**src/rtl/addsub_pkg.sv**
```systemverilog
// Shared definitions for the bit-serial adder/subtractor: operation
// encodings and the control state enumeration.
package addsub_pkg;

  localparam logic MODE_ADD = 1'b0;
  localparam logic MODE_SUB = 1'b1;

  typedef enum logic [1:0] {
    IDLE = 2'd0,
    RUN  = 2'd1,
    DONE = 2'd2
  } state_t;

endpackage

```
**src/rtl/full_adder.sv**
```systemverilog
// One-bit full adder used as the serial datapath slice.
module full_adder (
  input  logic x,
  input  logic y,
  input  logic cin,
  output logic sum,
  output logic cout
);

  assign sum  = x ^ y ^ cin;
  assign cout = (x & y) | (cin & (x ^ y));

endmodule

```
**src/rtl/serial_addsub.sv**
```systemverilog
// Bit-serial adder/subtractor. Operands are captured on accept, then
// processed one bit per cycle LSB first through a single full adder.
// Subtraction is a + ~b + 1: b is inverted bitwise and the carry flop
// is preloaded with 1. The result is held until downstream accepts it.
module serial_addsub
  import addsub_pkg::*;
#(
  parameter int WIDTH = 8
) (
  input  logic             clk,
  input  logic             rst_n,
  input  logic             in_valid,
  output logic             in_ready,
  input  logic [WIDTH-1:0] a,
  input  logic [WIDTH-1:0] b,
  input  logic             mode,
  output logic             out_valid,
  input  logic             out_ready,
  output logic [WIDTH-1:0] s,
  output logic             c,
  output logic             ovf
);

  localparam int CNT_W = $clog2(WIDTH + 1);

  state_t           state;
  logic [WIDTH-1:0] a_r;
  logic [WIDTH-1:0] b_r;
  logic [WIDTH-1:0] s_r;
  logic             mode_r;
  logic             carry;
  logic             c_r;
  logic             ovf_r;
  logic [CNT_W-1:0] cnt;

  logic             sum_bit;
  logic             cout_bit;

  // Operand registers shift right, so the active bit is always bit 0.
  full_adder u_fa (
    .x    (a_r[0]),
    .y    (b_r[0] ^ mode_r),
    .cin  (carry),
    .sum  (sum_bit),
    .cout (cout_bit)
  );

  // Control FSM plus serial datapath; result bits enter at the MSB and
  // land in place after WIDTH shifts.
  always_ff @(posedge clk or negedge rst_n) begin
    if (!rst_n) begin
      state  <= IDLE;
      a_r    <= '0;
      b_r    <= '0;
      s_r    <= '0;
      mode_r <= MODE_ADD;
      carry  <= 1'b0;
      c_r    <= 1'b0;
      ovf_r  <= 1'b0;
      cnt    <= '0;
    end else begin
      case (state)
        IDLE: begin
          if (in_valid) begin
            a_r    <= a;
            b_r    <= b;
            mode_r <= mode;
            carry  <= (mode == MODE_SUB);
            cnt    <= '0;
            state  <= RUN;
          end
        end
        RUN: begin
          s_r   <= {sum_bit, s_r[WIDTH-1:1]};
          a_r   <= a_r >> 1;
          b_r   <= b_r >> 1;
          carry <= cout_bit;
          cnt   <= cnt + CNT_W'(1);
          if (cnt == CNT_W'(WIDTH - 1)) begin
            // MSB slice: carry is the carry into the MSB, cout_bit the
            // carry out of it. Borrow is the inverted carry for subtract.
            c_r   <= cout_bit ^ (mode_r == MODE_SUB);
            ovf_r <= carry ^ cout_bit;
            state <= DONE;
          end
        end
        DONE: begin
          if (out_ready) begin
            state <= IDLE;
          end
        end
        default: state <= IDLE;
      endcase
    end
  end

  assign in_ready  = (state == IDLE);
  assign out_valid = (state == DONE);
  assign s         = s_r;
  assign c         = c_r;
  assign ovf       = ovf_r;

endmodule
```
**config.mk**
```make
export PLATFORM = sky130hd
export DESIGN_NAME = serial_addsub
export DESIGN_NICKNAME = d
export VERILOG_FILES = /design/src/rtl/addsub_pkg.sv /design/src/rtl/full_adder.sv /design/src/rtl/serial_addsub.sv
export SDC_FILE = /design/constraint.sdc
export NUM_CORES = 1
export LEC_CHECK = 0
export CAP_MARGIN = 20
export CORE_ASPECT_RATIO = 1.75
export CORE_MARGIN = 1.5
export CORE_UTILIZATION = 55
export DETAILED_ROUTE_END_ITERATION = 10
export PLACE_DENSITY = 0.84
export SYNTH_ARGS = -nofsm -noshare
export SYNTH_HDL_FRONTEND = slang
export SYNTH_SLANG_ARGS = --single-unit
```
**constraint.sdc**
```tcl
create_clock -name clk -period 2.4 [get_ports clk]
set_input_delay 0.72 -clock clk [delete_from_list [all_inputs] [get_ports clk]]
set_output_delay 0.72 -clock clk [all_outputs]
set_load 0.05 [all_outputs]
```
======== Yosys cells after proc, flatten, opt, wreduce, memory -nomap -nowiden ========
Cells that the tools add are included.
cells by class
  add/sub/neg operators ................... 1
  equal/unequal tests ..................... 6
  muxes and demuxes ....................... 12
  bitwise gates (word level) .............. 8
  reductions and logical operators ........ 6
operators by type and width
  cell                                                              number
  8-bit one-hot mux with 2 select lines                             2
  8-bit 2-to-1 mux                                                  2
  4-bit one-hot mux with 2 select lines                             1
  2-bit 2-to-1 mux                                                  3
  2-bit one-hot mux with 3 select lines                             1
  2-bit AND reduction                                               3
  1-bit bitwise XOR                                                 5
  4-bit by 1-bit adder with 4-bit output (second input constant)    1
  4-bit by 3-bit == test with 1-bit output (second input constant)  1
  4-bit 2-to-1 mux                                                  1
  2-bit != test (second input constant)                             2
  3-bit AND reduction                                               1
  1-bit bitwise AND                                                 2
  2-bit by 1-bit == test with 1-bit output (second input constant)  1
  2-bit == test (second input constant)                             1
  2-bit logical NOT                                                 1
  2-bit by 1-bit != test with 1-bit output (second input constant)  1
  1-bit one-hot mux with 2 select lines                             1
  2-bit nonzero test                                                1
  1-bit 2-to-1 mux                                                  1
  1-bit bitwise OR                                                  1
storage, ports and cells
  register bits ........................... 34
  bits of input ports ..................... 21
  output and inout bits ................... 12

======== Logic depth before layout (Yosys ltp) ========
  depth in word-level cells ............... 5
  mapped depth ............................ 6

======== Modules after synthesis ========
Synthesis repeated with hierarchy kept, for this count alone.
unflattened totals
  cells, all modules ...................... 164
  area total of the unflattened synthesis .. 1659.1 um2
modules (own cells, without submodules)
  module         times used  cells an instance  area each (um2)  seq. area each (um2)
  serial_addsub  1           163                1639.1           850.8
  full_adder     1           1                  20.0             0.0

======== Worst setup path before layout ========
No wires, ideal clock.
  path kind ............................... reg-to-output
  start point ............................. register state[1]
  end point ............................... output port in_ready
  arrival time ............................ 1418 ps
  setup slack ............................. 262 ps
  stages on the path, launching flop included .. 4
  path buffers ............................ 2
  path through ............................ dfrtp_1 > buf_4 > buf_2 > nor2_1
between the ends
  longest elaborated chain between the ends .. 1
ends and longest elaborated chain
  item                      line                 text
  start: declaration        serial_addsub.sv:26  state_t state;
  start signal: assignment  serial_addsub.sv:52  state <= IDLE;
  start signal: assignment  serial_addsub.sv:70  state <= RUN;
  start signal: assignment  serial_addsub.sv:84  state <= DONE;
  2-bit logical NOT         serial_addsub.sv:97  assign in_ready = (state == IDLE);
  end: declaration          serial_addsub.sv:13  output logic in_ready,
No other way between the ends.

======== Final worst setup path ========
  start point ............................. register s_r[1] (netlist: s[1])
  end point ............................... output port s[1]
RTL lines
  item                      line                 text
  start: declaration        serial_addsub.sv:29  logic [WIDTH-1:0] s_r;
  start signal: assignment  serial_addsub.sv:74  s_r <= {sum_bit, s_r[WIDTH-1:1]};
  end: declaration          serial_addsub.sv:19  output logic [WIDTH-1:0] s,
No word-level cell between the ends.

==> key figures <==
Clocking
  • Root buffer cell: clkbuf_8
  • Cells resized by post-CTS repair: 0
  • TritonCTS buffer count: 5
  • Number of H-tree levels: 2
  • Clk sinks: 34
  • Clk Latency, worst-skew pair: 0.29 ns
  • Worst-path clk slew: 0.07 ns
  • Clk buf depth: 2
  • Setup bufs post-CTS: 0
  • # hold bufs at CTS: 0
  • CTS tree: yes

Synth
  • Area leader, netlist: dfrtp_1
  • Synth top cells by count: dfrtp_1, nand2_1, nor2b_1, a21oi_1
  • Top_reg_cell synth: dfrtp_1
  • Most frequent cell after synthesis: dfrtp_1
  • Syn nets: 186
  • Fraction of registers with async set/reset: 100%
  • Ranking of synthesized cells by area: dfrtp_1, nand2_1, nor2b_1, a22oi_1, a21oi_1
  • Post-synth top area share: 50.9%
  • Sequential-to-total area share from yosys stat: 50.9%
  • EDFF count, synth: 0
  • Yosys cell types: 31
  • Yosys Warn Count: 0
  • Cell area after synthesis: 1670 µm²
  • Mean Syn Cell Area: 10.2 µm²
  • Cells after Synth: 163
  • Synth Register Bits: 34

GRT
  • Initial antenna violation count: 0
  • Global-route wire length before repair: 6070 µm
  • Total GRT Usage: 24.0%
  • Vias in the first global route: 1,385
  • Largest net degree at the start of global routing: 35
  • Total grt overflow: 0

Detailed routing
  • Routed Wire Length: 3510 µm
  • DR vias/cell: 5.83
  • Routed len/inst: 15.4 µm
  • DRT Pass-1 Iters: 7
  • DRC Markers: 3
  • Vias: 1,329
  • Routed Antenna Nets: 0
  • Initial drt markers: 58

Layout
  • Area growth, synth to finish: 26.4%
  • Ant. Diodes: 0
  • Fillers: 212
  • Nets: 223
  • Share of cells above drive strength 1: 13.0%

Timing
  • Fin. Hold Viols: 0
  • Rel. slew slack: 66.9%
  • # setup viols final: 0
  • Max-slew violations: 0
  • Final period util: 92.2%
  • RSZ-0062 raised after global routing: no
  • Worst Hold Slack: 0.491 ns
  • Fmax: 452 MHz
  • Fin crit period: 2.21 ns
  • Slew @ Worst Pin: 0.495 ns
  • TNS Setup: 0 ns
  • Worst clock skew: 0.00563 ns

Floorplan
  • Site Rows: 26
  • Initial Utilization: 57.7%
  • Die X: 44.7 µm
  • Die ar.: 3390 µm²
  • Die Ht: 75.9 µm
  • I/O Pins: 33
  • Core box area: 2900 µm²

Outcome
  • Outcome: finished with violations
  • Failing checks: DRC

Worst hold path
  • HP Class: flop to flop

Worst setup path
  • Cell family with most CP delay: buffers and inverters
  • Cell Chain, Critical Path: clkdlybuf4s50_1
  • CP max-delay cell: clkdlybuf4s50_1
  • Buffers & Inverters on Critical Path: 1
  • Critical Path Max Stage Delay: 0.82 ns
  • Critical Path Sink Type: output pin
  • WP data required: 1.68 ns
  • Type of origin of the critical path: flop
  • Kind of critical path: flop to output pin
  • Worst-path fanout max: 3
  • WP data arrival: 1.49 ns

Run
  • Max cap viols: 0

Place
  • RePlAce Congestion: 0.802
  • Port Buf Inserts: 32
  • Detail Placement HPWL: 2550 µm

Pwr
  • Pleak: 0.000928 µW
  • PwrDens: 1280 nW/µm²
  • Peak supply drop: 0.642 mV
[layout by cell type, fill, tap and decap left out, types with 2 or more instances in the layout]
master	count
o21ai_1	8
clkinv_2	2
nor2_1	2
a22o_1	2
dfrtp_1	34
nand2_1	31
inv_1	3
mux2_4	2
a22oi_1	11
nor2b_1	14
nand3_1	2
a21oi_1	12
a2bb2oi_1	3
xnor2_1	3
buf_12	2
buf_4	8
clkbuf_8	5
clkdlybuf4s50_1	30
o21ai_0	11
a22oi_2	3
[stage by stage]
step | instance area (µm²) | instances | total power (µW) | worst slack (ns) | utilization [%]
5_1_grt | 2110 | 228 | 2870 | 0.145 | 72.9
6_report | 2110 | 228 | 2700 | 0.187 | 72.9
3_3_place_gp | 2030 | 221 | 2250 | 0.321 | 70.2
3_5_place_dp | 2030 | 221 | 2310 | 0.279 | 70.2
2_1_floorplan | 1670 | 163 | 1940 | 0.262 | -
4_1_cts | 2110 | 228 | 2720 | 0.174 | 72.9
[worst paths after layout]
check                           depth (start not counted)            endpoint                  from  slack (ns)
worst max-delay path                                    1                s[1]      s[1]$_DFFE_PN0P_        0.19
worst min-delay path                                    2    s[4]$_DFFE_PN0P_      s[5]$_DFFE_PN0P_        0.49
worst max register to register                          4     ovf$_DFFE_PN0P_  state[0]$_DFFE_PN0P_        0.62
worst min register to register                          2    s[4]$_DFFE_PN0P_      s[5]$_DFFE_PN0P_        0.49
max in group asynchronous                               2  a_r[5]$_DFFE_PN0P_                 rst_n        1.25
min in group asynchronous                               2    s[3]$_DFFE_PN0P_                 rst_n        0.83
[worst reg2reg max path: cells and delay by family, from the launching register on]
family	cells	cell delay (ns)
flip-flops	1	0.64
AND/OR/NAND/NOR	2	0.42
multiplexers	1	0.32
buffers and inverters	1	0.29
[cell families (layout without fill, tap and decap cells)]
| kind of cell | after synthesis | count (layout) | share of synthesized area (%) |
|---|---|---|---|
| compound gates | 53 | 53 | 20.8 |
| xor+xnor | 3 | 3 | 1.57 |
| fa+ha+maj | 2 | 2 | 1.95 |
| buf+inv | 13 | 50 | 5.02 |
| flops | 34 | 34 | 50.9 |
| mux | 4 | 4 | 3.07 |
| simple gates | 54 | 54 | 16.7 |
[power breakdown]
group          switching, µW  total, µW  internal, µW
registers                205       1010           808
clock network            202        397           194
logic                    741       1290           549
total                   1150       2700          1550
[registers in the layout, summed over array words and instances (netlist names), 2 cells and up]
register	count
a_r	8
b_r	8
cnt	4
s	8
state	2
[layout make-up]
type | count | area, µm² | area share, %
Inverter | 3 | 11.3 | 0.533
Multi-Input combinational cell | 116 | 736 | 34.8
Sequential cell | 34 | 851 | 40.3
Timing Repair Buffer | 40 | 400 | 19.0
Tap cell | 28 | 35.0 | 1.66
Clock inverter | 2 | 10.0 | 0.474
Clock buffer | 5 | 68.8 | 3.26
[metal layers]
layer,wire length [µm],part of all wire [%],global-route usage (%),up-vias
met5,0,0,0,-
met3,126,3.6,5.00,6
met2,1960,56,40.9,37
li1,-,-,-,635
met4,63,1.8,10.9,0
met1,1360,39,27.3,651
Power figures use the tool's default switching activity.
